<file path="src/rtl/addsub_arbiter.sv">
// Two-requester round-robin arbiter in front of a shared ripple-carry add/sub unit
// with a single registered result slot. Optional condition-code outputs: ADDSUB_ARB_CC_EN.
module addsub_arbiter #(
  parameter int   WIDTH     = 64,
  parameter logic INIT_PRIO = 1'b0
) (
  input  logic             clk,
  input  logic             rst,
  // Handshake: a transfer completes in any cycle where valid and ready are both high;
  // requesters hold operands stable while valid and not ready.
  input  logic             req0_valid,
  output logic             req0_ready,
  input  logic [WIDTH-1:0] req0_a,
  input  logic [WIDTH-1:0] req0_b,
  input  logic             req0_sub,
  input  logic             req1_valid,
  output logic             req1_ready,
  input  logic [WIDTH-1:0] req1_a,
  input  logic [WIDTH-1:0] req1_b,
  input  logic             req1_sub,
  output logic             rsp_valid,
  input  logic             rsp_ready,
  output logic             rsp_id,
  output logic [WIDTH-1:0] rsp_sum,
  output logic             rsp_ovf,
`ifdef ADDSUB_ARB_CC_EN
  output logic             rsp_zf,
  output logic             rsp_sf,
`endif
  output logic             dbg_slot_state_o,
  output logic             dbg_last_grant_o
);

  localparam logic [0:0] S_EMPTY = 1'b0;
  localparam logic [0:0] S_FULL  = 1'b1;

  logic [0:0]       state_q, state_d;
  logic             last_grant_q, last_grant_d;
  logic             rsp_id_q, rsp_id_d;
  logic [WIDTH-1:0] rsp_sum_q, rsp_sum_d;
  logic             rsp_ovf_q, rsp_ovf_d;
`ifdef ADDSUB_ARB_CC_EN
  logic             rsp_zf_q, rsp_zf_d;
  logic             rsp_sf_q, rsp_sf_d;
`endif

  logic             slot_free;
  logic             granted;
  logic             grant;
  logic             accept;
  logic [WIDTH-1:0] op_a;
  logic [WIDTH-1:0] op_b;
  logic             op_sub;
  logic [WIDTH-1:0] b_eff;
  logic [WIDTH:0]   carry;
  logic [WIDTH-1:0] sum;
  logic             ovf;

  // Contention goes to whoever did not win the last accepted transfer.
  always_comb begin
    grant = 1'b0;
    if (req0_valid && req1_valid) begin
      grant = ~last_grant_q;
    end else if (req1_valid) begin
      grant = 1'b1;
    end
  end

  assign granted    = req0_valid | req1_valid;
  assign slot_free  = (state_q == S_EMPTY) || rsp_ready;
  assign req0_ready = !rst && slot_free && req0_valid && (grant == 1'b0);
  assign req1_ready = !rst && slot_free && req1_valid && (grant == 1'b1);
  assign accept     = req0_ready | req1_ready;

  always_comb begin
    op_a   = '0;
    op_b   = '0;
    op_sub = 1'b0;
    if (granted) begin
      if (grant) begin
        op_a   = req1_a;
        op_b   = req1_b;
        op_sub = req1_sub;
      end else begin
        op_a   = req0_a;
        op_b   = req0_b;
        op_sub = req0_sub;
      end
    end
  end

  // Subtraction is A + ~B + 1, so the op bit doubles as carry-in.
  always_comb begin
    b_eff    = op_b ^ {WIDTH{op_sub}};
    carry    = '0;
    carry[0] = op_sub;
    sum      = '0;
    for (int i = 0; i < WIDTH; i++) begin
      sum[i]     = op_a[i] ^ b_eff[i] ^ carry[i];
      carry[i+1] = (op_a[i] & b_eff[i]) | (carry[i] & (op_a[i] ^ b_eff[i]));
    end
  end

  assign ovf = carry[WIDTH] ^ carry[WIDTH-1];

  always_comb begin
    state_d      = state_q;
    last_grant_d = last_grant_q;
    rsp_id_d     = rsp_id_q;
    rsp_sum_d    = rsp_sum_q;
    rsp_ovf_d    = rsp_ovf_q;
`ifdef ADDSUB_ARB_CC_EN
    rsp_zf_d     = rsp_zf_q;
    rsp_sf_d     = rsp_sf_q;
`endif
    if (accept) begin
      state_d      = S_FULL;
      last_grant_d = grant;
      rsp_id_d     = grant;
      rsp_sum_d    = sum;
      rsp_ovf_d    = ovf;
`ifdef ADDSUB_ARB_CC_EN
      rsp_zf_d     = (sum == '0);
      rsp_sf_d     = sum[WIDTH-1];
`endif
    end else if ((state_q == S_FULL) && rsp_ready) begin
      state_d = S_EMPTY;
    end
  end

  always_ff @(posedge clk) begin
    if (rst) begin
      state_q      <= S_EMPTY;
      last_grant_q <= ~INIT_PRIO;
      rsp_id_q     <= 1'b0;
      rsp_sum_q    <= '0;
      rsp_ovf_q    <= 1'b0;
`ifdef ADDSUB_ARB_CC_EN
      rsp_zf_q     <= 1'b0;
      rsp_sf_q     <= 1'b0;
`endif
    end else begin
      state_q      <= state_d;
      last_grant_q <= last_grant_d;
      rsp_id_q     <= rsp_id_d;
      rsp_sum_q    <= rsp_sum_d;
      rsp_ovf_q    <= rsp_ovf_d;
`ifdef ADDSUB_ARB_CC_EN
      rsp_zf_q     <= rsp_zf_d;
      rsp_sf_q     <= rsp_sf_d;
`endif
    end
  end

  assign rsp_valid        = (state_q == S_FULL);
  assign rsp_id           = rsp_id_q;
  assign rsp_sum          = rsp_sum_q;
  assign rsp_ovf          = rsp_ovf_q;
`ifdef ADDSUB_ARB_CC_EN
  assign rsp_zf           = rsp_zf_q;
  assign rsp_sf           = rsp_sf_q;
`endif
  assign dbg_slot_state_o = state_q;
  assign dbg_last_grant_o = last_grant_q;

endmodule
</file>
<file path="config.mk">
export PLATFORM = sky130hd
export DESIGN_NAME = addsub_arbiter
export DESIGN_NICKNAME = d
export VERILOG_FILES = /design/src/rtl/addsub_arbiter.sv
export SDC_FILE = /design/constraint.sdc
export NUM_CORES = 1
export LEC_CHECK = 0
export BUFFER_PORTS_ARGS = -buffer_cell sky130_fd_sc_hd__buf_2
export CAP_MARGIN = 20
export CORE_AREA = 2 2 131 133
export DETAILED_ROUTE_END_ITERATION = 10
export DIE_AREA = 0 0 133 135
export GPL_TIMING_DRIVEN = 0
export PLACE_DENSITY_LB_ADDON = 0.1
export RECOVER_POWER = 100
export SLEW_MARGIN = 30
export SYNTH_ARGS = -nofsm -noshare
export SYNTH_HDL_FRONTEND = slang
export SYNTH_SLANG_ARGS = --single-unit
export TNS_END_PERCENT = 5
</file>
<file path="constraint.sdc">
create_clock -name clk -period 32.9 [get_ports clk]
set_input_delay 6.58 -clock clk [delete_from_list [all_inputs] [get_ports clk]]
set_output_delay 6.58 -clock clk [all_outputs]
set_load 0.05 [all_outputs]
</file>
==> results of run 1 <==
## what timing repair did
item | CTS | global route
resized for setup | 26 | 18
setup endpoints to repair | 5 | 3
pin swaps | 6 | 4
setup buffers | 0 | 1
## critical path: cells and delay by family
kind	cells	cell delay (ps)
AOI/OAI and AO/OA	3	590
xor gates and xnor gates	1	150
adders and majority gates	63	24020
buffers and inverters	7	890
and+or+nand+nor	1	210
## synth_stat cells
library cell,instances
a21o_1,1
xnor2_1,52
xor2_1,14
mux2i_1,66
a32oi_1,1
nor2b_1,52
clkbuf_1,22
a31oi_1,13
and3_1,12
buf_4,17
a21oi_1,14
or2_1,1
fa_1,63
dfxtp_1,68
a21boi_2,1
a211oi_1,13
buf_6,4
nand2b_1,2
nand2_1,109
a21bo_1,1
a32o_1,1
nor2_1,2
and2_1,63
mux2_1,41
mux2_2,10
inv_1,4
clkbuf_2,1
nand3_1,52
buf_2,18
buf_1,1
nor3_1,2
o21ai_0,2
## area by class of cell
class,instances,share of cell area
antenna,2,0.0005620
buffer,63,0.04271
clock buffer,12,0.02656
clock inverter,3,0.001686
inverter,4,0.001686
multi-input combinational,588,0.5651
sequential,68,0.1529
tap,220,0.03091
timing repair buffer,334,0.1779
## registers in the layout, summed over array words and instances (netlist names)
name / count
dbg_last_grant_o: 1
dbg_slot_state_o: 1
rsp_id: 1
rsp_ovf: 1
rsp_sum: 64
## power by group through the flow
stage / Clock [W] / Sequential (W) / Combinational [W]
floorplan: 0 / 0.000187 / 0.000107
global route: 0.0000917 / 0.000116 / 0.000276
global placement: 0 / 0.000114 / 0.000253
finish: 0.0000874 / 0.000114 / 0.000255
detailed placement: 0 / 0.000114 / 0.000256
CTS: 0.0000885 / 0.000113 / 0.000259
## per-layer routing
layer,vias to the layer above,share of wire,GRT usage
met4,2,0.022,0.1045
li1,3079,-,-
met2,301,0.48,0.5190
met5,-,0.00041,0
met3,36,0.077,0.06194
met1,3098,0.42,0.3782
## cells by family (layout without fill, tap and decap cells)
| family | after synthesis | in the layout |
|---|---|---|
| AO/OA/AOI/OAI | 47 | 47 |
| multiplexers | 117 | 117 |
| flip-flops | 68 | 68 |
| AND/OR/NAND/NOR | 295 | 295 |
| buffers and inverters | 67 | 416 |
| adder cells (fa/ha/maj) | 63 | 63 |
| XOR/XNOR | 66 | 66 |
| other | 0 | 2 |
## stage by stage
stage	utilization	setup WS, ps	power, W	cells
CTS	0.5454	43.95	0.0004610	1291
global route	0.5426	-22.18	0.0004837	1293
finish	0.5427	703.2	0.0004560	1294
detailed placement	0.5252	-1704	0.0003700	1276
global placement	0.5252	-1555	0.0003670	1276
floorplan	-	32.45	0.0002939	723
## worst paths after layout
kind | from | endpoint | slack [ps]
setup reg to reg | dbg_last_grant_o$_SDFFE_PP1P_ | rsp_ovf$_SDFFE_PP0P_ | 6720
hold / removal | rsp_sum[0]$_SDFFE_PP0P_ | rsp_sum[0]$_SDFFE_PP0P_ | 460
setup / recovery | req0_valid | rsp_ovf$_SDFFE_PP0P_ | 700
hold reg to reg | rsp_sum[0]$_SDFFE_PP0P_ | rsp_sum[0]$_SDFFE_PP0P_ | 460
==> flow_results.org, run 1 <==
** Run status
- The run finished with clean final reports.

** Pwr
- Maximum resistive drop on vdd :: roughly 32 uV
- Internal :: 0.0002420 W
- Power share of the combinational group :: 0.559
- Sequential power share :: 0.250
- In this run the power density over the cells is roughly 51 nW/um2.
- Leakage power of the design :: 4.296 nW
- Switching share of power :: 0.4693
- The share of total power dissipated in the clock network is 0.192.
- Net Sw Power :: between 0.0002 and 0.00025 W

** Global routing
- The first global-routing pass estimated ~40 mm of wire.
- Via count of the first global-routing pass :: about 6700
- Global-route usage over all layers :: 0.3019
- The initial antenna violation count was 4.
- Entering global routing, the biggest net connects 11 pins.
- For this run the aggregate overflow at the end of global routing stands at 0.

** Setup path
- Worst setup path category :: in -> reg
- Critical Path Start Type :: input pin
- Element type at the critical path end :: flop
- For this run, the slowest stage of the critical path takes between 400 and 500 ps.
- Data required, critical path :: between 30000 and 40000 ps
- The most numerous cell type found on the critical path is fa_2.
- On the critical path, the stage with the largest delay is an instance of fa_1.
- At the worst endpoint, the arrival time is approximately 32000 ps.
- Along the worst path, the maximum fanout reaches 10.
- Depth of the worst register-to-register path :: 73

** Cells and area
- Leaving out fill and tap cells, the most frequent cell in the layout is buf_2.
- Of the cells placed in the final design, the portion with a size suffix greater than 1 is 0.3489.
- Compared with the post-synthesis result, the final layout area differs by 34.69%.
- After the last flow step, the layout net total stands at 1394.
- Fill count :: between 1500 and 2000
- Leaving out fill and tap cells, the most frequent cells in the layout are buf_2, nand2_1, clkbuf_1, dfxtp_1, mux2i_1.
- Multi-input gate area :: approximately 5000 um2
- Once layout is done, the placed cells without fillers occupy roughly 8900 um2.
- Total area of sequential cells :: roughly 1400 um2

** Logic synthesis
- Largest family of logic cells by synthesized area :: simple AND/OR/NAND/NOR gates
- Portion of the post-synthesis area used by sequential elements :: 0.2059
- Mux cell area share after synthesis :: 0.1868
- Synthesis handed over a netlist of 723 instances.
- Post-Synth Simple-Gate Area :: 0.2269
- When the netlist entered floorplanning its net count stood at about 1000.
- Top cell type by total area after synthesis :: dfxtp_1
- During synthesis, Yosys emitted a total of 0 warnings.
- Post-synthesis instance area :: 6611 um2
- Synth top area share :: 0.2059
- Of the total synthesized cell area, the portion taken by full adders, half adders and majority gates is 0.1908.
- Number of storage elements in the synthesis netlist :: 68
- Synthesis instantiated 32 different standard cells from the library.
- Dividing the synthesized area by the synthesized cell count gives 9.144 um2.
- The compound-cell area share of the yosys netlist is 0.04637.
- Ranked by total cell area, the synthesized netlist is headed by dfxtp_1, fa_1, mux2i_1.
- Of the total synthesized cell area, the portion taken by XOR and XNOR cells is 0.08743.

** Timing
- For the final database, setup skew stands at approximately 6.6 ps.
- In the finished design, the share of the clock period the worst path needs comes to 0.9786.
- The count of pins over their slew limit came to 0.
- At the pin with the least slew margin, the transition time is roughly 940 ps.
- Hold_ws :: around 460 ps
- Counting I/O delays and the setup requirement, the final critical path takes between 30000 and 40000 ps.
- Hold Violations, Final :: 0
- Setup_tns :: 0 ps
- Headroom to the max-slew limit came out at 0.3754.
- Setup violations remaining at the end of the flow were counted as 0.
- For this run, the top clock speed supported by timing is slightly above 30 MHz.

** Routing
- Total wirelength of the detailed-routed design :: 26.96 mm
- After detailed routing, the number of remaining DRC violations is 0.
- Count of TritonRoute iterations in the first routing pass :: 4
- In the final routed layout, each cell accounts on average for approximately 21 um.
- Detail Route Antenna Nets :: 0
- After detailed routing, the number of vias per cell comes to approximately 5.0.
- Iter 0 DRT Violations :: around 350
- Total via count after detailed routing :: between 6000 and 7000

** Floorplan
- Horizontal die dimension :: roughly 130 um
- ~330 I/O pins were placed.
- Site row count :: 47
- Initial Utilization :: 0.4030
- Floorplan die area :: between 15000 and 20000 um2
- Placeable core region :: approximately 16000 um2
- Die extent in y :: around 140 um

** Min path
- Class of the tightest hold or removal check :: reg -> reg
- Along the worst hold path, the cell count comes to 2.

** Clocking
- The tree is rooted in a clkbuf_16.
- The number of clock buffers added by TritonCTS is 9.
- The longest clock path from root to sink contains 2 buffers.
- TritonCTS built the clock tree.
- Counting every sink on the clock net gives slightly below 70.
- In this run the number of H-tree levels came out at 3.
- Clock-pin slew was measured on the worst setup and hold paths at about 60 ps.
- Clock insertion delay at the later pin of the skew report :: 340 ps
- Quantity of hold-fixing buffers added after cts :: 0

** Placement
- After detailed placement, the total cell area comes to ~8600 um2.
- Half-perimeter wire length after placement :: around 21 mm
- Port buffering added approximately 330 buffers.
- Final GP Congestion :: 0.8398

** Job
- Maxcap violations :: 0
(Power assumes the default switching activity.)
==> inputs of run 2 (changes only) <==
--- a/config.mk
+++ b/config.mk
@@ -8,9 +8,11 @@
 export BUFFER_PORTS_ARGS = -buffer_cell sky130_fd_sc_hd__buf_2
 export CAP_MARGIN = 20
 export CORE_AREA = 2 2 131 133
+export CTS_BUF_LIST = sky130_fd_sc_hd__clkbuf_16
 export DETAILED_ROUTE_END_ITERATION = 10
 export DIE_AREA = 0 0 133 135
 export GPL_TIMING_DRIVEN = 0
+export HOLD_SLACK_MARGIN = 0.03
 export PLACE_DENSITY_LB_ADDON = 0.1
 export RECOVER_POWER = 100
 export SLEW_MARGIN = 30
==> run 2 against run 1 <==
- sequential cell count unchanged
- worst hold slack stayed put
- clock power fell by 1%
- register-to-register slack is essentially flat
- largest cell class unchanged
- largest power group unchanged
==> flow_results.org, run 2 (synthesized netlist as in run 1, its figures left out) <==
** Floorplan
- The effective utilization at floorplan was 0.4030 (unchanged).
- Placeable core region :: 16410 um2 (unchanged)
- I/O pin total :: 334 (unchanged)
- Die extent in y :: 135 um (unchanged)
- The width of the die came to 133 um (unchanged).
- Floorplan die area :: 17960 um2 (unchanged)
- The floorplan row count was 47 (unchanged).

** Routing
- Total via count after detailed routing :: 6521 (+0.077%)
- The remaining design rule violation count was 0 (unchanged).
- The residual antenna-violating net count after detailed routing was 0 (unchanged).
- In this run the top signal layer used is met5.
- The routed via count divided by cell count was 5.039 (about the same).
- Average wire length per cell after detail routing :: 20.83 um (unchanged)
- The sum of routed wire length over all layers is 26.96 mm (unchanged).
- The routed length on met1 was 11.24 mm (about the same).
- Count of TritonRoute iterations in the first routing pass :: 4 (unchanged)
- The detailed route wirelength on metal2 was 13.03 mm (about the same).
- Met3 Wirelength :: 2.084 mm (+0.63%)
- The first-iteration detailed-routing DRC count was 348 (+0.87%).

** Pwr
- Leakage power of the design :: 4.308 nW (+0.29%)
- The power density of the placed cells came to 51.10 nW/um2 (-0.22%).
- The maximum resistive drop on vdd is 32.39 uV (about the same).

** Timing
- The remaining max-slew budget at the tightest pin came to 0.3749 (-0.0005060).
- The setup clock skew after layout is 6.645 ps (+0.04624 ps).
- The setup slack of the critical path after layout was 710.3 ps (+7.183 ps).
- The count of pins over their slew limit is 0 (unchanged).
- The portion of the clock cycle consumed by the worst path in the final layout was 0.9784 (about the same).
- The shortest clock period the worst path allows after layout is 32190 ps (-7.183 ps).
- Measured slew at the worst slew-check pin :: 937.6 ps (+0.7597 ps)
- Hold Violations, Final :: 0 (unchanged)
- The setup TNS is 0 ps (unchanged).
- Setup violators final :: 0 (unchanged)
- Maximum achievable frequency :: 31.07 MHz (about the same)

** Setup path
- The slowest stage of the critical path belongs to the cell fa_1.
- The number of cells traversed by the worst register-to-register path is 73 (unchanged).
- Crit path depth :: 75 (unchanged)
- The maximum fanout along the worst path is 10 (unchanged).
- Data required, critical path :: 33140 ps (about the same)
- The worst setup path is captured at a flop.
- In this design, the critical path's most frequently occurring cell is fa_2.
- Data arrival time at the worst-slack endpoint :: 32430 ps (about the same)
- The number of buffers and inverters on the critical path is 7 (unchanged).
- Delay contributed by the slowest stage of the critical path :: 470 ps (about the same)
- In this design, the largest share of critical-path delay is due to adder cells.
- STA classifies the critical path startpoint as an input pin.
- Worst setup path category :: in -> reg

** Placement
- Worst setup timing slack at the placement stage :: -1704 ps (unchanged)
- Number of I/O port buffers :: 333 (unchanged)
- The routability congestion estimate from global placement came to 0.8398 (unchanged).
- Half-perimeter wire length after placement :: 21.30 mm (unchanged)

** Clocking
- The cell sitting at the root of the clock tree is a clkbuf_16.
- Quantity of hold-fixing buffers added after cts :: 0 (unchanged)
- CTS Buf Count :: 9 (unchanged)
- The clock transition at the registers of the reported paths is 60 ps (about the same).
- TritonCTS built the clock tree.
- Clock insertion delay at the later pin of the skew report :: 340 ps (about the same)
- Number of clock sinks :: 68 (unchanged)
- The worst-case clock buffer depth came to 2 (unchanged).
- The count of H-tree levels built during CTS was 3 (unchanged).

** Cells and area
- The layout filler cell count came to 1642 (unchanged).
- Number of nets in the layout :: 1394 (unchanged)
- The signed area change from the synthesized netlist to the final layout is 34.69% (unchanged).
- The flip-flop count of the largest register after layout came to 64 (unchanged).
- The fraction of layout cells with a size suffix above 1 is 0.3489 (unchanged).
- Multi-input gate area :: 5032 um2 (unchanged)
- Most common cell after layout, fill and taps aside :: buf_2
- In the layout the commonest cells are buf_2, nand2_1, clkbuf_1, dfxtp_1, mux2i_1.
- Total area of sequential cells :: 1361 um2 (unchanged)

** Global routing
- The global-route usage over all layers was 0.3019 (unchanged).
- The sum of overflow across all layers after global routing came to 0 (unchanged).
- The pin count of the biggest net entering global routing came to 11 (unchanged).
- Wire length of the first global-routing pass :: 39.38 mm (unchanged)
- The via count of the first global-routing pass is 6706 (unchanged).
- The initial antenna violation count came to 4 (unchanged).

** Min path
- The depth of the worst hold-timing path came to 2 (unchanged).
- Class of the tightest hold or removal check :: reg -> reg

** Job
- The reported max-cap violation count was 0 (unchanged).

** Run status
- The flow ran to the end, and the final reports show no timing, DRC or antenna violations.
## run 2: cell type report
cell class,instances,area share
Multi-Input combinational cell,588,0.5651
Timing Repair Buffer,334,0.1779
Sequential cell,68,0.1529
Buffer,63,0.04271
Tap cell,220,0.03091
Clock buffer,9,0.02529
Clock inverter,6,0.002951
Inverter,4,0.001686
Antenna cell,2,0.0005620
## run 2: power breakdown
group	leakage, nW	switching, W	internal, W
Clock	0.139	0.0000372	0.0000493
Combinational	3.60	0.000167	0.0000879
Sequential	0.565	0.0000101	0.000104
Total	4.31	0.000214	0.000241
## run 2: worst paths after layout
kind / start / end / slack, ps
worst max register to register: dbg_last_grant_o$_SDFFE_PP1P_ / rsp_ovf$_SDFFE_PP0P_ / 6720
worst min-delay path: rsp_sum[0]$_SDFFE_PP0P_ / rsp_sum[0]$_SDFFE_PP0P_ / 460
worst min register to register: rsp_sum[0]$_SDFFE_PP0P_ / rsp_sum[0]$_SDFFE_PP0P_ / 460
worst max-delay path: req0_valid / rsp_ovf$_SDFFE_PP0P_ / 710
## run 2: stage by stage
| stage | util | instances | power (W) | area, um2 | hold WS, ps |
|---|---|---|---|---|---|
| 3_3_place_gp | 0.5252 | 1276 | 0.0003670 | 8617 | 448.7 |
| 4_1_cts | 0.5454 | 1291 | 0.0004601 | 8949 | 462.7 |
| 2_1_floorplan | - | 723 | 0.0002939 | 6675 | 673.6 |
| 3_5_place_dp | 0.5252 | 1276 | 0.0003700 | 8617 | 454.2 |
| 5_1_grt | 0.5426 | 1293 | 0.0004828 | 8902 | 499.4 |
| 6_report | 0.5427 | 1294 | 0.0004550 | 8905 | 460.2 |
## run 2: what timing repair did
action	in CTS	in global routing
setup buffers	0	1
endpoints found under the setup margin	5	3
pin swaps	6	4
gates resized for setup	26	18
## run 2: routing by layer
layer | vias to the layer above | GRT usage
li1 | 3079 | -
met5 | - | 0
met4 | 2 | 0.1045
met1 | 3099 | 0.3782
met2 | 305 | 0.5190
met3 | 36 | 0.06194
## run 2: worst min-delay path: cells and delay by family (launching register included)
family | cells | cell delay [ps]
DFF | 1 | 310
muxes | 1 | 50
and+or+nand+nor | 1 | 50
